File: config.mk
export PLATFORM = sky130hd
export DESIGN_NAME = sb_lane_align
export DESIGN_NICKNAME = d
export VERILOG_FILES = /design/src/rtl/sb_mem_model_lane_align.sv
export SDC_FILE = /design/constraint.sdc
export NUM_CORES = 1
export LEC_CHECK = 0
export BUFFER_PORTS_ARGS = -buffer_cell sky130_fd_sc_hd__clkbuf_2
export CORE_MARGIN = 2
export CORE_UTILIZATION = 44
export DETAILED_ROUTE_END_ITERATION = 10
export GPL_TIMING_DRIVEN = 0
export PLACE_DENSITY_LB_ADDON = 0.08
export REMOVE_ABC_BUFFERS = 1
export SYNTH_ARGS = -nofsm -noshare
export SYNTH_HDL_FRONTEND = slang
export SYNTH_SLANG_ARGS = --single-unit
export TNS_END_PERCENT = 1
File: constraint.sdc
create_clock -name vclk -period 6.33
set_input_delay 1.266 -clock vclk [all_inputs]
set_output_delay 1.266 -clock vclk [all_outputs]
set_load 0.005 [all_outputs]
File: src/rtl/sb_mem_model_lane_align.sv
// Byte-lane steering: right-justifies read data from a word and merges
// right-justified write data into the addressed lanes of a word.
module sb_lane_align #(
    parameter  int DATA_WIDTH = 64,
    localparam int NBYTES     = DATA_WIDTH / 8,
    localparam int LANE_W     = $clog2(NBYTES)
) (
    input  logic [DATA_WIDTH-1:0] word,
    input  logic [LANE_W-1:0]     lane,
    input  logic [2:0]            size,
    input  logic [DATA_WIDTH-1:0] wdata,
    output logic [DATA_WIDTH-1:0] rdata,
    output logic [DATA_WIDTH-1:0] merged
);
    int n_bytes;
    int lane_i;

    always_comb begin
        rdata   = '0;
        merged  = word;
        n_bytes = 1 << size;
        lane_i  = int'(lane);
        for (int i = 0; i < NBYTES; i++) begin
            if (i < n_bytes && (lane_i + i) < NBYTES)
                rdata[i*8 +: 8] = word[(lane_i + i)*8 +: 8];
            if (i >= lane_i && i < lane_i + n_bytes)
                merged[i*8 +: 8] = wdata[(i - lane_i)*8 +: 8];
        end
    end
endmodule

Word level (Yosys, flattened, before mapping) --
Cells that the tools add are included.
Operators by class: mux-type cells 16, reduce and logical (&&, ||, !) cells 15, shift-type cells 17, $lt $le $gt $ge 31, $add $sub $neg 16
Operator list (count):
- 64-bit by 7-bit variable part select with 8-bit output | 9
- 64-bit by 8-bit variable part select with 8-bit output | 7
- 4-bit by 32-bit < comparator with 1-bit output, first input constant | 8
- 32-bit by 5-bit < comparator with 1-bit output, second input constant | 7
- 3-bit by 32-bit < comparator with 1-bit output, first input constant | 4
- 8-bit 2-to-1 mux | 16
- 1-bit by 32-bit < comparator with 1-bit output, first input constant | 2
- 2-bit by 32-bit < comparator with 1-bit output, first input constant | 2
- 4-bit by 32-bit adder with 32-bit output | 1
- 1-bit by 3-bit << shifter with 32-bit output, first input constant | 1
- 3-bit by 3-bit adder with 4-bit output, second input constant | 4
- 3-bit by 3-bit subtractor with 4-bit output, first input constant | 4
- 1-bit logical AND | 15
- 3-bit >= comparator, first input constant | 3
- 3-bit by 2-bit adder with 4-bit output, second input constant | 2
- 1-bit by 3-bit subtractor with 4-bit output, first input constant | 2
- 2-bit by 3-bit subtractor with 4-bit output, first input constant | 2
- 1-bit by 3-bit >= comparator with 1-bit output, first input constant | 2
- 2-bit by 3-bit >= comparator with 1-bit output, first input constant | 2
- 3-bit by 1-bit adder with 4-bit output, second input constant | 1
- 3-bit by 4-bit < comparator with 1-bit output, second input constant | 1
Word-level totals: bits of input ports 134, logic and storage cells 95, register bits after elaboration 0

Longest topological paths before layout --
Gate-level depths: netlist of the first run.
word-level depth 5, mapped depth 13, depth with buffers taken out 10

Worst setup path before layout of the first run --
OpenSTA, ideal clock, no wires.
kind input to output, from in lane[1], to out merged[48], arrival 4337 ps, data required time 5064 ps, cell stages on the path 11, path buffers 4, setup slack 727 ps, path through buf_2 buf_2 buf_1 clkbuf_1 xnor2_1 ha_1 or4b_1 o211ai_2 xnor2_2 o31ai_4 mux2_2
On the way: cells in the longest elaborated chain, start to end 4, elaborated cells between the ends (all ways) 7
Ends and longest elaborated chain:
- start: declaration | line 9 | input logic [LANE_W-1:0] lane,
- 4-bit by 32-bit adder with 32-bit output | line 26 | if (i >= lane_i && i < lane_i + n_bytes)
- 4-bit by 32-bit < comparator with 1-bit output | line 26
- 1-bit logical AND | line 26
- 8-bit 2-to-1 mux (*) | line 26
- end: declaration | line 13 | output logic [DATA_WIDTH-1:0] merged
Mark *: on every way between the ends. The rest lies on a longest branch, timed or not.

Final worst setup path of the first run --
from in lane[2], to out merged[46]
Same word-level chain as after synthesis.

==> results of run 1 <==
## placed cells by master (no fill, tap or decap), types with 2 or more instances in the layout
cell	count
and2_1	8
nor3_1	6
o31a_1	4
nand3_1	2
nor2_1	88
o32a_1	5
inv_1	7
o21bai_1	2
o21ai_1	2
a21oi_1	78
o2bb2ai_1	20
xnor2_1	2
mux2_2	61
clkbuf_2	259
nor4_1	4
nand2_1	87
a22o_1	7
nand2b_1	4
a22oi_1	3
o31ai_1	2
o31ai_4	3
o21ai_0	52
and2_2	2
a2111oi_0	4
or2_2	9
mux2i_1	47
a221oi_1	6
buf_16	2
mux4_2	61
a21o_1	2
a211oi_1	28
a32oi_1	2
a31oi_1	6
nor2b_1	26
ha_2	2
ha_4	2
a32o_1	8
ha_1	10
clkbuf_4	2
## area by class of cell
class / count / area [um^2] / share of cell area
multi-input cells: 670 / 5490 / 0.767
inverters: 10 / 45.0 / 0.00629
repair buffers: 265 / 1400 / 0.196
well taps: 172 / 215 / 0.0301
repair inverters: 1 / 5.00 / 0.000699
## what timing repair did
action / in CTS / in global routing
endpoints found under the setup margin: 34 / 15
gates cloned: 0 / 1
gates resized for setup: 8 / 3
## where the power goes
group | switching (W) | leakage [nW] | internal, W
registers | 0 | 0 | 0
clock network | 0 | 0 | 0
logic | 0.000387 | 3.12 | 0.000318
## metrics by stage
stage / instance area [um^2] / TNS, ps / cells
after floorplan: 5490 / 0 / 680
after global placement: 7010 / -241950 / 1114
after detailed placement: 7110 / -11300 / 1117
after CTS: 7140 / 0 / 1117
after global routing: 7160 / 0 / 1118
final: 7160 / 0 / 1118
## path summary, 6_finish.rpt
path                  startpoint          to  slack, ps  cells after the start
worst min-delay path    word[23]  merged[23]       2860                      3
worst max-delay path     lane[2]  merged[46]         60                      7
## logic make-up after synthesis
| kind of cell | Yosys count |
|---|---|
| fa+ha+maj | 14 |
| buf+inv | 81 |
| simple gates | 241 |
| xor+xnor | 3 |
| compound gates | 243 |
| mux | 169 |
## metal layers
layer / GRT usage / share of wire / vias up
li1: - / - / 3297
met1: 0.483 / 0.41 / 3315
met2: 0.545 / 0.44 / 538
met3: 0.0661 / 0.11 / 72
met4: 0.0945 / 0.036 / 0
met5: 0 / 0 / -
==> flow_summary.json, run 1 <==
{
  "register_area_um2": 0,
  "via_per_inst": 6.46,
  "power_w": 0.000705,
  "hold_violations": 0,
  "drc": 0,
  "fp.dieH_um": 119,
  "grt_pass1_wl_um": 38900,
  "post-cts-setup-buffers": 0,
  "mappedNetlistArea_um2": 5780,
  "drive_above_1_share": 0.441,
  "syn2layout_area_growth_pct": 23.8,
  "synthAdderAreaFrac": 0.0303,
  "coreArea_um2": 12700,
  "postRouteAntennaNets": 0,
  "grt_antenna_before_repair": 0,
  "muxShareOfSynthArea": 0.438,
  "design.seq.count": 0,
  "yosysMostFrequentCell": "nor2_1",
  "syn_avg_cell_area_um2": 7.70,
  "pre_cts_ws_ps": -621,
  "holdWs_ps": 2860,
  "initial_utilization": 0.455,
  "crit_path_top_delay_cell": "o21bai_2",
  "n_antenna_cell": 0,
  "grt_pass1_vias": 6709,
  "drtPass1Iterations": 5,
  "wl_per_cell_um": 23.2,
  "fillers": 1314,
  "synth_compound_area_frac": 0.285,
  "timing.critical_path.buf_inv": 2,
  "num_vias": 7222,
  "fmax_mhz": 160,
  "fin_ws_ps": 61.4,
  "required_ps": 5060,
  "min_path_type": "input pin to output port",
  "synth.area.top_cells": "mux4_2, mux2_2, mux2i_1, a21oi_1, nor2_1",
  "worstPathMaxFanout": 64,
  "ys_types": 51,
  "yosys.area.top_type": "mux4_2",
  "portBuffers": 262,
  "n_clock_buffer": 0,
  "p_leak_nw": 3.12,
  "gp_congestion": 0.930,
  "crit_family": "compound AO/OA/AOI/OAI gates",
  "cp.arrival_ps": 5000,
  "violations": "capacitance limit, slew limit",
  "max_stage_delay_ps": 1020,
  "ir_worst_vdd_uv": 71.7,
  "synth_top_family_by_area": "multiplexers",
  "worstSetupStartpointType": "input pin",
  "grt_max_degree": 85,
  "synth_commonest_cells": "nor2_1, nand2_1, a21oi_1",
  "die_x_um": 119,
  "drt_iter0_drc": 811,
  "fin_util": 0.563,
  "end_kind": "output port",
  "finalCriticalPeriod_ps": 6270,
  "rows": 41,
  "nNetsFinal": 1096,
  "rsz0062_at_grt": "false",
  "dp_hpwl_um": 18800,
  "slew_headroom": -0.0198,
  "power_density_nw_per_um2": 98.5,
  "post-route-period-util": 0.990,
  "maxCapViolCount": 2,
  "cts_hold_buf": 0,
  "setup_viol": 0,
  "slew_viol_final": 9,
  "grt-ovfl-total": 0,
  "synth_warnings": 0,
  "finalWirelength_um": 25900,
  "seq_area_frac_synth": 0,
  "netlist.area_leader.share": 0.238,
  "ioPinCount": 262,
  "crit_type": "input pin to output port",
  "yosys.area_share.xor_xnor": 0.00584,
  "synthCells": 751,
  "status": "finished, violations left",
  "design.die.area_um2": 14100,
  "yosys.area_share.simple": 0.184,
  "tightest_slew_ps": 1530,
  "worstPathCellList": "clkbuf_4 -> o22ai_1 -> a211o_1 -> o21bai_2 -> o21bai_1 -> o2bb2ai_1 -> clkbuf_2",
  "grt_usage": 0.346
}
Note: power is estimated with default switching activity, not from simulation.
==> run 2: changes to the inputs <==
BUFFER_PORTS_ARGS = unset   (was -buffer_cell sky130_fd_sc_hd__clkbuf_2)
DONT_BUFFER_PORTS = 1   (was unset)
==> flow_summary.json, run 2 (synthesis results as in run 1) <==
{
  "grt_pass1_vias": 5934,
  "design.seq.count": 0,
  "register_area_um2": 0,
  "rsz0062_at_grt": "false",
  "worstPathMaxFanout": 106,
  "post-cts-setup-buffers": 0,
  "power_density_nw_per_um2": 88.7,
  "hold_violations": 0,
  "power_frac_seq": 0,
  "grt_pass1_wl_um": 37900,
  "n_antenna_cell": 0,
  "fin_ws_ps": 173,
  "cp.arrival_ps": 4890,
  "layout_common_cells": "nor2_1, nand2_1, a21oi_1",
  "grt_antenna_before_repair": 0,
  "gp_congestion": 0.904,
  "min_path_type": "input pin to output port",
  "fp.dieH_um": 119,
  "p_leak_nw": 1.99,
  "fin_setup_tns_ps": 0,
  "setup_viol": 0,
  "initial_utilization": 0.455,
  "coreArea_um2": 12700,
  "end_kind": "output port",
  "ir_worst_vdd_uv": 32.0,
  "maxCapViolCount": 0,
  "num_vias": 6498,
  "drive_above_1_share": 0.214,
  "fmax_mhz": 162,
  "syn2layout_area_growth_pct": -0.519,
  "clkPwrFrac": 0,
  "finalCriticalPeriod_ps": 6160,
  "slew_viol_final": 0,
  "die_x_um": 119,
  "nNetsFinal": 833,
  "fillers": 1337,
  "internal-power_w": 0.000235,
  "holdWs_ps": 2640,
  "portBuffers": 0,
  "slew_headroom": 0.0321,
  "switchingPower_w": 0.000276,
  "n_clock_buffer": 0,
  "layout_commonest_cell": "nor2_1",
  "wl_per_cell_um": 30.4,
  "grt-ovfl-total": 0,
  "post-route-period-util": 0.973,
  "postRouteAntennaNets": 0,
  "finalWirelength_um": 26000,
  "grt_usage": 0.344,
  "tightest_slew_ps": 1440,
  "p_comb_frac": 1.000,
  "crit_type": "input pin to output port",
  "swShare": 0.540,
  "grt_max_degree": 150,
  "worstSetupStartpointType": "input pin",
  "rows": 41,
  "cts_hold_buf": 0,
  "status": "complete, no violations",
  "dp_hpwl_um": 18500,
  "ioPinCount": 262,
  "cts_resized": 0,
  "via_per_inst": 7.60,
  "required_ps": 5060,
  "drtPass1Iterations": 5,
  "pre_cts_ws_ps": 345,
  "drc": 0,
  "drt_iter0_drc": 610,
  "design.die.area_um2": 14100
}
run 2: changes by cell type in the layout (fill, tap and decap cells not counted), moves of 2 or more:
| cell | delta |
|---|---|
| ha_1 | +3 |
| clkbuf_2 | -259 |
| clkbuf_4 | -2 |
| clkinv_1 | +2 |
| buf_16 | -2 |
| ha_4 | -2 |
run 2: worst paths after layout:
| kind | startpoint | endpoint | cells past startpoint |
|---|---|---|---|
| setup / recovery | lane[1] | merged[17] | 7 |
| hold / removal | word[24] | merged[24] | 2 |
run 2: cell type report:
type               count  area [um^2]  share of cell area
multi-input cells    670         5460               0.949
well taps            172          215              0.0374
repair buffers         3         38.8             0.00674
inverters             10         37.5             0.00652
run 2: power groups by stage:
stage | Sequential (W) | Clock [W] | Combinational, W
floorplan | 0 | 0 | 0.000385
global placement | 0 | 0 | 0.000491
detailed placement | 0 | 0 | 0.000501
CTS | 0 | 0 | 0.000503
global route | 0 | 0 | 0.000546
finish | 0 | 0 | 0.000510
run 2: critical path: stages:
cell and delay, ps:
inv_1 990, ha_1 510, and2_1 1060, a2111oi_0 270
nor4_1 370, o31a_1 190, mux2_2 170
run 2: layer usage:
layer,vias to the layer above,global-route usage,part of all wire
li1,2759,-,-
met5,-,0,0
met1,3156,0.456,0.38
met3,53,0.0893,0.13
met4,0,0.0856,0.031
met2,530,0.556,0.46
run 2: through the flow:
step / util / instances / instance area (um^2) / power (W)
2_1_floorplan: - / 680 / 5490 / 0.000385
3_3_place_gp: 0.448 / 852 / 5700 / 0.000491
3_5_place_dp: 0.452 / 854 / 5750 / 0.000501
4_1_cts: 0.452 / 854 / 5750 / 0.000503
5_1_grt: 0.452 / 855 / 5750 / 0.000546
6_report: 0.452 / 855 / 5750 / 0.000510
